**src/rtl/antilog_converter_pipe.sv**
```systemverilog
// ---------------------------------------------------------------------------
// antilog_converter_pipe
// Multi-lane, two-stage pipelined antilog converter. Each lane turns a
// log-domain word {K, F, guard} into roughly 2^K * 1.F in the linear domain,
// with optional round-half-up on right shifts, saturation and two's-complement
// output. All lanes share a single valid/ready handshake and a saturating
// clamp-event counter.
//
// Ports
//   clk        : clock
//   rst        : synchronous active-high reset
//   in_valid   : input beat valid
//   in_ready   : input beat accepted this cycle (combinational)
//   in_log     : per-lane log words, lane i at [i*LW +: LW]
//   in_sign    : per-lane result sign (1 = negative)
//   in_zero    : per-lane zero flag, forces that lane's result to 0
//   out_valid  : output beat valid
//   out_ready  : downstream accepts the output beat
//   out_lin    : per-lane linear result, lane i at [i*OW +: OW]
//   out_sat    : per-lane clamp flag
//   sat_count  : total clamp events, saturating at 16'hFFFF
// ---------------------------------------------------------------------------
module antilog_converter_pipe #(
    parameter int unsigned DataIN_width     = 16,
    parameter int unsigned truncation_width = 6,
    parameter int unsigned bw_lg            = $clog2(DataIN_width),
    parameter int unsigned LANES            = 4,
    parameter bit          ROUND_EN         = 1'b1,
    parameter bit          SIGNED_OUT       = 1'b1,
    parameter bit          SAT_EN           = 1'b1
) (
    input  logic                                                  clk,
    input  logic                                                  rst,
    input  logic                                                  in_valid,
    output logic                                                  in_ready,
    input  logic [LANES*(bw_lg+truncation_width+2)-1:0]           in_log,
    input  logic [LANES-1:0]                                      in_sign,
    input  logic [LANES-1:0]                                      in_zero,
    output logic                                                  out_valid,
    input  logic                                                  out_ready,
    output logic [LANES*2*DataIN_width-1:0]                       out_lin,
    output logic [LANES-1:0]                                      out_sat,
    output logic [15:0]                                           sat_count
);

    localparam int unsigned TW    = truncation_width;
    localparam int unsigned KW    = bw_lg + 1;
    localparam int unsigned SW    = bw_lg + 2;
    localparam int unsigned LW    = bw_lg + TW + 2;
    localparam int unsigned OW    = 2 * DataIN_width;
    localparam int unsigned KMAX  = (1 << KW) - 1;
    // Largest left shift K - TW + 1 can request; the shifter is sized for it.
    localparam int unsigned MAXSH = (KMAX + 1 > TW) ? (KMAX + 1 - TW) : 0;
    localparam int unsigned MW    = TW + MAXSH;
    // Compare width: wide enough for the unclamped magnitude and the limit.
    localparam int unsigned CW    = ((MW > OW) ? MW : OW) + 1;
    localparam logic [CW-1:0] MAXV =
        (CW'(1) << (SIGNED_OUT ? (OW - 1) : OW)) - CW'(1);

    // Handshake: both stages move together whenever the output slot frees up.
    logic advance_c;
    assign advance_c = !out_valid || out_ready;
    assign in_ready  = advance_c;

    // -----------------------------------------------------------------------
    // Stage-1 state
    // -----------------------------------------------------------------------
    logic                s1_valid_q, s1_valid_d;
    logic [TW-1:0]       s1_xt_q   [LANES];
    logic [TW-1:0]       s1_xt_d   [LANES];
    logic                s1_neg_q  [LANES];
    logic                s1_neg_d  [LANES];
    logic [SW-1:0]       s1_amt_q  [LANES];
    logic [SW-1:0]       s1_amt_d  [LANES];
    logic [LANES-1:0]    s1_sign_q, s1_sign_d;
    logic [LANES-1:0]    s1_zero_q, s1_zero_d;

    // -----------------------------------------------------------------------
    // Stage-2 / output state
    // -----------------------------------------------------------------------
    logic                out_valid_q, out_valid_d;
    logic [LANES*OW-1:0] out_lin_q,   out_lin_d;
    logic [LANES-1:0]    out_sat_q,   out_sat_d;
    logic [15:0]         sat_count_q, sat_count_d;

    assign out_valid = out_valid_q;
    assign out_lin   = out_lin_q;
    assign out_sat   = out_sat_q;
    assign sat_count = sat_count_q;

    // Guard bits of each log word carry no information for this block.
    logic unused_guard_c;
    always_comb begin
        unused_guard_c = 1'b0;
        for (int i = 0; i < LANES; i++) begin
            unused_guard_c = unused_guard_c ^ (^in_log[i*LW +: 2]);
        end
    end

    // Signed shift request K - (TW - 1) for one lane.
    function automatic logic [SW-1:0] calc_sub(input logic [KW-1:0] k);
        return SW'(k) - SW'(TW - 1);
    endfunction

    // Shift, round, clamp, negate and zero-force for one lane; returns {sat, value}.
    function automatic logic [OW:0] lane_convert(
        input logic [TW-1:0] xt,
        input logic          neg,
        input logic [SW-1:0] amt,
        input logic          sign,
        input logic          zero
    );
        logic [CW-1:0] mag;
        logic          rbit;
        logic [OW-1:0] res;
        logic          sat;
        mag  = '0;
        rbit = 1'b0;
        res  = '0;
        sat  = 1'b0;
        if (!neg) begin
            mag = CW'(xt) << amt;
        end else if (amt <= SW'(TW)) begin
            // Shifts past the mantissa width leave nothing, not even a round bit.
            mag = CW'(xt) >> amt;
            if (ROUND_EN) begin
                rbit = 1'((CW'(xt) >> (amt - SW'(1))));
                mag  = mag + CW'(rbit);
            end
        end
        if (mag > MAXV) begin
            if (SAT_EN) begin
                res = MAXV[OW-1:0];
                sat = 1'b1;
            end else begin
                res = mag[OW-1:0];
            end
        end else begin
            res = mag[OW-1:0];
        end
        if (SIGNED_OUT && sign) begin
            res = -res;
        end
        if (zero) begin
            res = '0;
            sat = 1'b0;
        end
        return {sat, res};
    endfunction

    // Adds this beat's clamp flags to the running count, sticking at all-ones.
    function automatic logic [15:0] sat_add(
        input logic [15:0]      cnt,
        input logic [LANES-1:0] flags
    );
        logic [16:0] sum;
        sum = {1'b0, cnt};
        for (int i = 0; i < LANES; i++) begin
            sum = sum + 17'(flags[i]);
        end
        if (sum > 17'h0FFFF) begin
            return 16'hFFFF;
        end
        return sum[15:0];
    endfunction

    // Stage-1 next state: field decode and shift direction/amount per lane.
    always_comb begin
        logic [KW-1:0] k;
        logic [SW-1:0] sub;
        k          = '0;
        sub        = '0;
        s1_valid_d = s1_valid_q;
        s1_sign_d  = s1_sign_q;
        s1_zero_d  = s1_zero_q;
        for (int i = 0; i < LANES; i++) begin
            s1_xt_d[i]  = s1_xt_q[i];
            s1_neg_d[i] = s1_neg_q[i];
            s1_amt_d[i] = s1_amt_q[i];
        end
        if (advance_c) begin
            s1_valid_d = in_valid;
            if (in_valid) begin
                s1_sign_d = in_sign;
                s1_zero_d = in_zero;
                for (int i = 0; i < LANES; i++) begin
                    k           = in_log[i*LW + TW + 1 +: KW];
                    sub         = calc_sub(k);
                    s1_xt_d[i]  = {1'b1, in_log[i*LW + 2 +: TW-1]};
                    s1_neg_d[i] = sub[SW-1];
                    s1_amt_d[i] = sub[SW-1] ? (~sub + SW'(1)) : sub;
                end
            end
        end
    end

    // Stage-2 next state: conversion results and clamp accounting.
    always_comb begin
        logic [OW:0] conv;
        conv        = '0;
        out_valid_d = out_valid_q;
        out_lin_d   = out_lin_q;
        out_sat_d   = out_sat_q;
        sat_count_d = sat_count_q;
        if (advance_c) begin
            out_valid_d = s1_valid_q;
            if (s1_valid_q) begin
                for (int i = 0; i < LANES; i++) begin
                    conv = lane_convert(s1_xt_q[i], s1_neg_q[i], s1_amt_q[i],
                                        s1_sign_q[i], s1_zero_q[i]);
                    out_lin_d[i*OW +: OW] = conv[OW-1:0];
                    out_sat_d[i]          = conv[OW];
                end
                // Counted once, as the beat lands in the output register.
                sat_count_d = sat_add(sat_count_q, out_sat_d);
            end
        end
    end

    // Control and output registers.
    always_ff @(posedge clk) begin
        if (rst) begin
            s1_valid_q  <= 1'b0;
            out_valid_q <= 1'b0;
            out_lin_q   <= '0;
            out_sat_q   <= '0;
            sat_count_q <= '0;
        end else begin
            s1_valid_q  <= s1_valid_d;
            out_valid_q <= out_valid_d;
            out_lin_q   <= out_lin_d;
            out_sat_q   <= out_sat_d;
            sat_count_q <= sat_count_d;
        end
    end

    // Stage-1 payload registers; qualified by s1_valid_q, so no reset needed.
    always_ff @(posedge clk) begin
        s1_sign_q <= s1_sign_d;
        s1_zero_q <= s1_zero_d;
        for (int i = 0; i < LANES; i++) begin
            s1_xt_q[i]  <= s1_xt_d[i];
            s1_neg_q[i] <= s1_neg_d[i];
            s1_amt_q[i] <= s1_amt_d[i];
        end
    end

endmodule

```
**config.mk**
```make
export PLATFORM = sky130hd
export DESIGN_NAME = antilog_converter_pipe
export DESIGN_NICKNAME = d
export VERILOG_FILES = /design/src/rtl/antilog_converter_pipe.sv
export SDC_FILE = /design/constraint.sdc
export NUM_CORES = 1
export LEC_CHECK = 0
export ABC_AREA = 0
export ABC_CLOCK_PERIOD_IN_PS = 4600
export BUFFER_PORTS_ARGS = -buffer_cell sky130_fd_sc_hd__buf_2
export CAP_MARGIN = 30
export CORE_MARGIN = 2
export CORE_UTILIZATION = 24
export DETAILED_ROUTE_END_ITERATION = 16
export PLACE_DENSITY = 0.42
export SETUP_SLACK_MARGIN = 0.3
export SLEW_MARGIN = 40
export SYNTH_ARGS = -nofsm -noshare
export SYNTH_HDL_FRONTEND = slang
export SYNTH_SLANG_ARGS = --single-unit
```
**constraint.sdc**
```tcl
create_clock -name clk -period 4.6 [get_ports clk]
set_input_delay 0.23 -clock clk [delete_from_list [all_inputs] [get_ports clk]]
set_output_delay 0.23 -clock clk [all_outputs]
set_load 0.01 [all_outputs]
```
# Word-level counts from Yosys, hierarchy flattened
# Memories as Yosys holds them, arrays and structs flattened.
# Cells that the tools add are included.
# op_classes
order_cmp,9
n_shift,12
bitwise,4
n_mux,67
reduce_logical,4
addsub,24
# op_table
operator,n
$mux 32,20
$mux 33,16
$add 33x1->33,4
$gt 33x31->1 const B,4
$shl 6x6->33,4
$shr 6x6->33,4
$neg 32->32,4
$mux 24,4
$add 17x1->17,3
$mux 16,2
$add 6x1->6 const B,4
$le 6x3->1 const B,4
$mux 6,4
$not 6->6,4
$shr 6x6->1,4
$sub 5x3->6 const B,4
$sub 6x1->6 const B,4
$mux 1,19
$add 16x1->17,1
$gt 17x16->1 const B,1
$mux 4,2
$reduce_and 2->1,2
$logic_not 1->1,1
$logic_or 1x1->1,1
# word_totals
reg_bits,158
memories,3
output_inout_bits,150
word_cells,130
ramBits,52
# mem_list
memory,words,width,read_ports,rd_ports_with_merged_regs,write_ports,line,source
s1_amt_q,4,6,4,0,4,73,logic [SW-1:0] s1_amt_q [LANES];
s1_xt_q,4,6,4,0,4,69,logic [TW-1:0] s1_xt_q [LANES];
s1_neg_q,4,1,4,0,4,71,logic s1_neg_q [LANES];

# Longest topological paths before layout
# depth
ltp_word,21
depth_mapped,22

# Least setup slack after synthesis
# No wires, ideal clock.
# synth_timing
path_type,register -> register
start,mem s1_amt_q[2][1] (netlist bit)
end,reg out_lin_q[92] (netlist: out_lin[92])
period_less_slack_ps,4709
path_stages_with_launch,22
arrival_ps,4579
t_required_ps,4470
slack_ps,-109
cell_sequence,edfxtp_1 > buf_4 > buf_2 > buf_2 > buf_2 > inv_1 > ha_1 > mux4_2 > a21oi_1 > nor3_1 > ha_1 > ha_1 > and3_1 > o21a_1 > a211oi_1 > ha_1 > o2111ai_1 > or4_4 > nor4b_2 > a31oi_1 > xnor2_1 > o21ai_0
# synth_lines
item,line,source
from (decl),73,
to (signal assigned),231,out_lin_q <= out_lin_d;
to (decl),82,"logic [LANES*OW-1:0] out_lin_q, out_lin_d;"

==> run_results.csv <==
group,metric,value,unit
floorplan,die-width,265,µm
cts,cts_inserted_buffers,29,
place,placement.setup.worst_slack,72.8,ps
timing,max-slew-margin-rel,41.7,%
cts,tritoncts_num_sinks,206,
timing,period_minus_slack,4170,ps
floorplan,ios,210,
routing,detail_route.vias_per_cell,5.11,
global_route,grt_start_max_net_pins,79,
logic_synthesis,yosysTopAreaCell,"dfxtp_1",
logic_synthesis,synth_flop_cell,"dfxtp_1",
logic_synthesis,synth_enable_flop_cells,56,
cells_and_area,final_util,30.8,%
routing,routed-via-count,16566,
worst_setup_path,crit_chain,"buf_12 > inv_8 > ha_4 > mux4_2 > a21oi_2 > nor3_2 > ha_2 > ha_4 > and3_4 > o21a_1 > a211oi_2 > ha_2 > o2111ai_4 > or4_4 > or2_4 > buf_4 > o21ai_2 > xnor2_1 > o21ai_1",
floorplan,die_h,265,µm
cells_and_area,area_growth_syn_to_layout,26.8,%
worst_setup_path,critical_path.slowest_cell,"or4_4",
cells_and_area,ff_latch_area,0.00468,mm²
worst_setup_path,worst_path_largest_cell_delay,500,ps
cts,clkLatencyLatePin,580,ps
timing,slew_violations,0,
cts,root_buffer,"clkbuf_16",
worst_setup_path,cp.required,5040,ps
floorplan,start_util,24.3,%
routing,antenna_violating_nets_post_route,0,
timing,setup-tns-final,0,ps
logic_synthesis,asyncSetResetFlopFracSynth,0,%
timing,setup_violations,0,
timing,max_slew.worst_pin.slew,868,ps
cells_and_area,drive_gt1_share,23.2,%
floorplan,fp-row-count,95,
cells_and_area,finish.net_count,2441,
outcome,status,"finished, final reports clean",
cells_and_area,layout.filler_cells,7248,
floorplan,core_area,0.0673,mm²
timing,clock-skew-final,10.8,ps
global_route,via_count_of_the_first_global_routing_pass,16072,
logic_synthesis,yosysTopAreaCellShare,18.4,%
logic_synthesis,syn_area,0.0163,mm²
logic_synthesis,register_area_share_after_synthesis,28.7,%
global_route,wire_length_of_the_first_global_routing_pass,93100,µm
floorplan,die_area,0.0702,mm²
timing,grt_setup_unrepaired,"yes",
logic_synthesis,synthTopCellsByArea,"dfxtp_1 (18%), edfxtp_1 (10%), nand2_1 (6.3%)",
routing,dr.first_iter.drc_count,1259,
logic_synthesis,yosys_warnings,0,
routing,wl_per_cell,18.3,µm
logic_synthesis,ys_types,112,
routing,drt_drc_violations_left,0,
global_route,globalRoute.totalOverflow,0,
power_and_ir_drop,power.total,6.25,mW
min_path,cell_count_of_the_worst_hold_path,2,
power_and_ir_drop,power_leakage,8.44,nW
routing,detail_route.first_pass.iterations,5,
place,placed_cell_area,0.0187,mm²
cells_and_area,total_area_of_multi_input_combinational_cells,0.0113,mm²
worst_setup_path,crit_fanout,7,
job,maxCapViolCount,0,
global_route,grt_antenna_before_repair,0,
timing,hold_violations,0,
logic_synthesis,ys_ff_latch,206,
worst_setup_path,worst_setup_path_start_kind,"flip-flop",
min_path,hold_class,"in -> reg",
timing,period_share,90.7,%
routing,detail_route.wirelength,59400,µm
cts,cts-htree-levels,1,
place,hpwlAfterDp,44500,µm
cells_and_area,postLayoutCellArea,0.0207,mm²
timing,fin_ws,430,ps
timing,fin_worst_hold_slack,62.0,ps
global_route,tot_gr_track_use,16.3,%
power_and_ir_drop,power_density,302,mW/mm²
cts,clkSlewWorstSetupHoldPaths,60,ps
worst_setup_path,critical_path_class,"reg -> reg",
logic_synthesis,syn_inst,2080,
cts,cts_tree,"built",
place,finalWeightedCongestion,0.877,
timing,fmax,240,MHz
cts,max-clock-path-buffers,3,
worst_setup_path,cp_data_arrival_time,4610,ps
worst_setup_path,worst-r2r-cell-count,19,
logic_synthesis,post_synth.cell_area_avg,7.85,µm²
place,portBuffers,201,
worst_setup_path,end_kind,"flip-flop",
power_and_ir_drop,ir_drop_worst_vdd,0.295,mV
place,post-place-cells,3113,
cells_and_area,fin_cells,3241,
==> critical path, delay by kind of cell, from the launching register on <==
family	cells	cell delay, ps
AND/OR/NAND/NOR	4	990
flip-flops	1	450
XOR/XNOR	1	140
buffers and inverters	3	390
adder cells (fa/ha/maj)	4	850
AO/OA/AOI/OAI	6	900
multiplexers	1	290
==> Yosys cell counts, drive strengths merged, types with 8 or more instances <==
master	instances
a21o	12
o211ai	14
xnor2	68
nor4	30
or2	14
inv	46
nand3b	11
nor3b	17
o31ai	16
o2111ai	10
clkbuf	84
nand2b	41
buf	56
ha	34
a211oi	24
and3b	8
xor2	53
mux4	13
o21ai	197
a31oi	24
nand3	58
a32o	10
nor4b	13
nand2	275
and3	17
mux2	25
a22oi	37
a221oi	13
a22o	24
nor2	188
o41ai	9
o22ai	10
a211o	9
nor2b	35
a21boi	8
a21oi	113
nand4	16
nor3	71
mux2i	25
or3	21
dfxtp	150
and2	25
edfxtp	56
o21a	10
==> per-layer routing <==
metal	track usage, %	share of wire (%)	vias to the layer above
li1	-	-	8162
met1	22.7	48	7942
met2	26.3	45	382
met3	2.43	4.5	80
met4	4.21	2.5	0
met5	0	0	-
==> sequential cells by signal, indices dropped and copies added (netlist names) <==
register	count
out_valid	1
s1_xt_q	20
s1_sign_q	4
out_lin	128
s1_neg_q	4
s1_amt_q	24
s1_valid_q	1
sat_count	16
out_sat	4
s1_zero_q	4
==> cells by family after synthesis <==
logic type | count (synthesis) | share of synthesized area, %
AOI/OAI and AO/OA | 596 | 24.3
xor gates and xnor gates | 121 | 6.49
adders and majority gates | 37 | 2.97
buffers and inverters | 187 | 4.97
DFF | 206 | 28.7
muxes | 63 | 5.22
other | 1 | 0.0230
and+or+nand+nor | 869 | 27.3
==> layout by cell type, fill, tap and decap left out, types with 11 or more instances in the layout <==
cell             n
nand2_1        274
buf_2          200
nor2_1         180
o21ai_0        160
dfxtp_1        150
buf_4          114
a21oi_1        108
xnor2_1         68
nor3_1          63
edfxtp_1        56
nand3_1         55
xor2_1          52
dlygate4sd3_1   42
inv_1           40
nand2b_1        39
nor2b_1         34
a22oi_1         34
o21ai_1         31
clkbuf_16       31
ha_1            26
a22o_1          24
and2_1          24
mux2i_1         23
a31oi_1         23
mux2_2          20
or3_1           19
nor4_1          17
a211oi_1        16
and3_1          15
nand4_1         15
nor3b_1         14
mux4_2          13
a21o_1          12
o211ai_1        12
o31ai_1         11
==> final timing paths <==
kind | start | endpoint | slack [ps]
max | s1_amt_q[2][0] | out_lin[88] | 430
min | in_log[11] | s1_neg_q[0] | 60
max reg2reg | s1_amt_q[2][0] | out_lin[88] | 430
min reg2reg | out_lin[103] | out_lin[103] | 450
==> power breakdown <==
group | internal [mW] | switching, mW
Combinational | 0.827 | 1.19
Clock | 1.27 | 0.906
Sequential | 1.95 | 0.0960
Total | 4.05 | 2.19
==> timing repair <==
item,4_1_cts,5_1_grt
pin swaps,13,24
buffers inserted,15,13
cloned,2,1
resized for setup,26,51
endpoints found under the hold margin,39,0
hold buffers,42,0
endpoints found under the setup margin,30,73
==> cell type report <==
type	count	share of cell area (%)
multi-input combinational	1690	54.5
antenna	1	0.0121
sequential	206	22.6
timing repair buffer	370	12.3
inverter	47	0.912
clock buffer	41	4.07
clock inverter	13	0.399
tap	873	5.27
No activity file was read; power rests on OpenSTA's default activity.
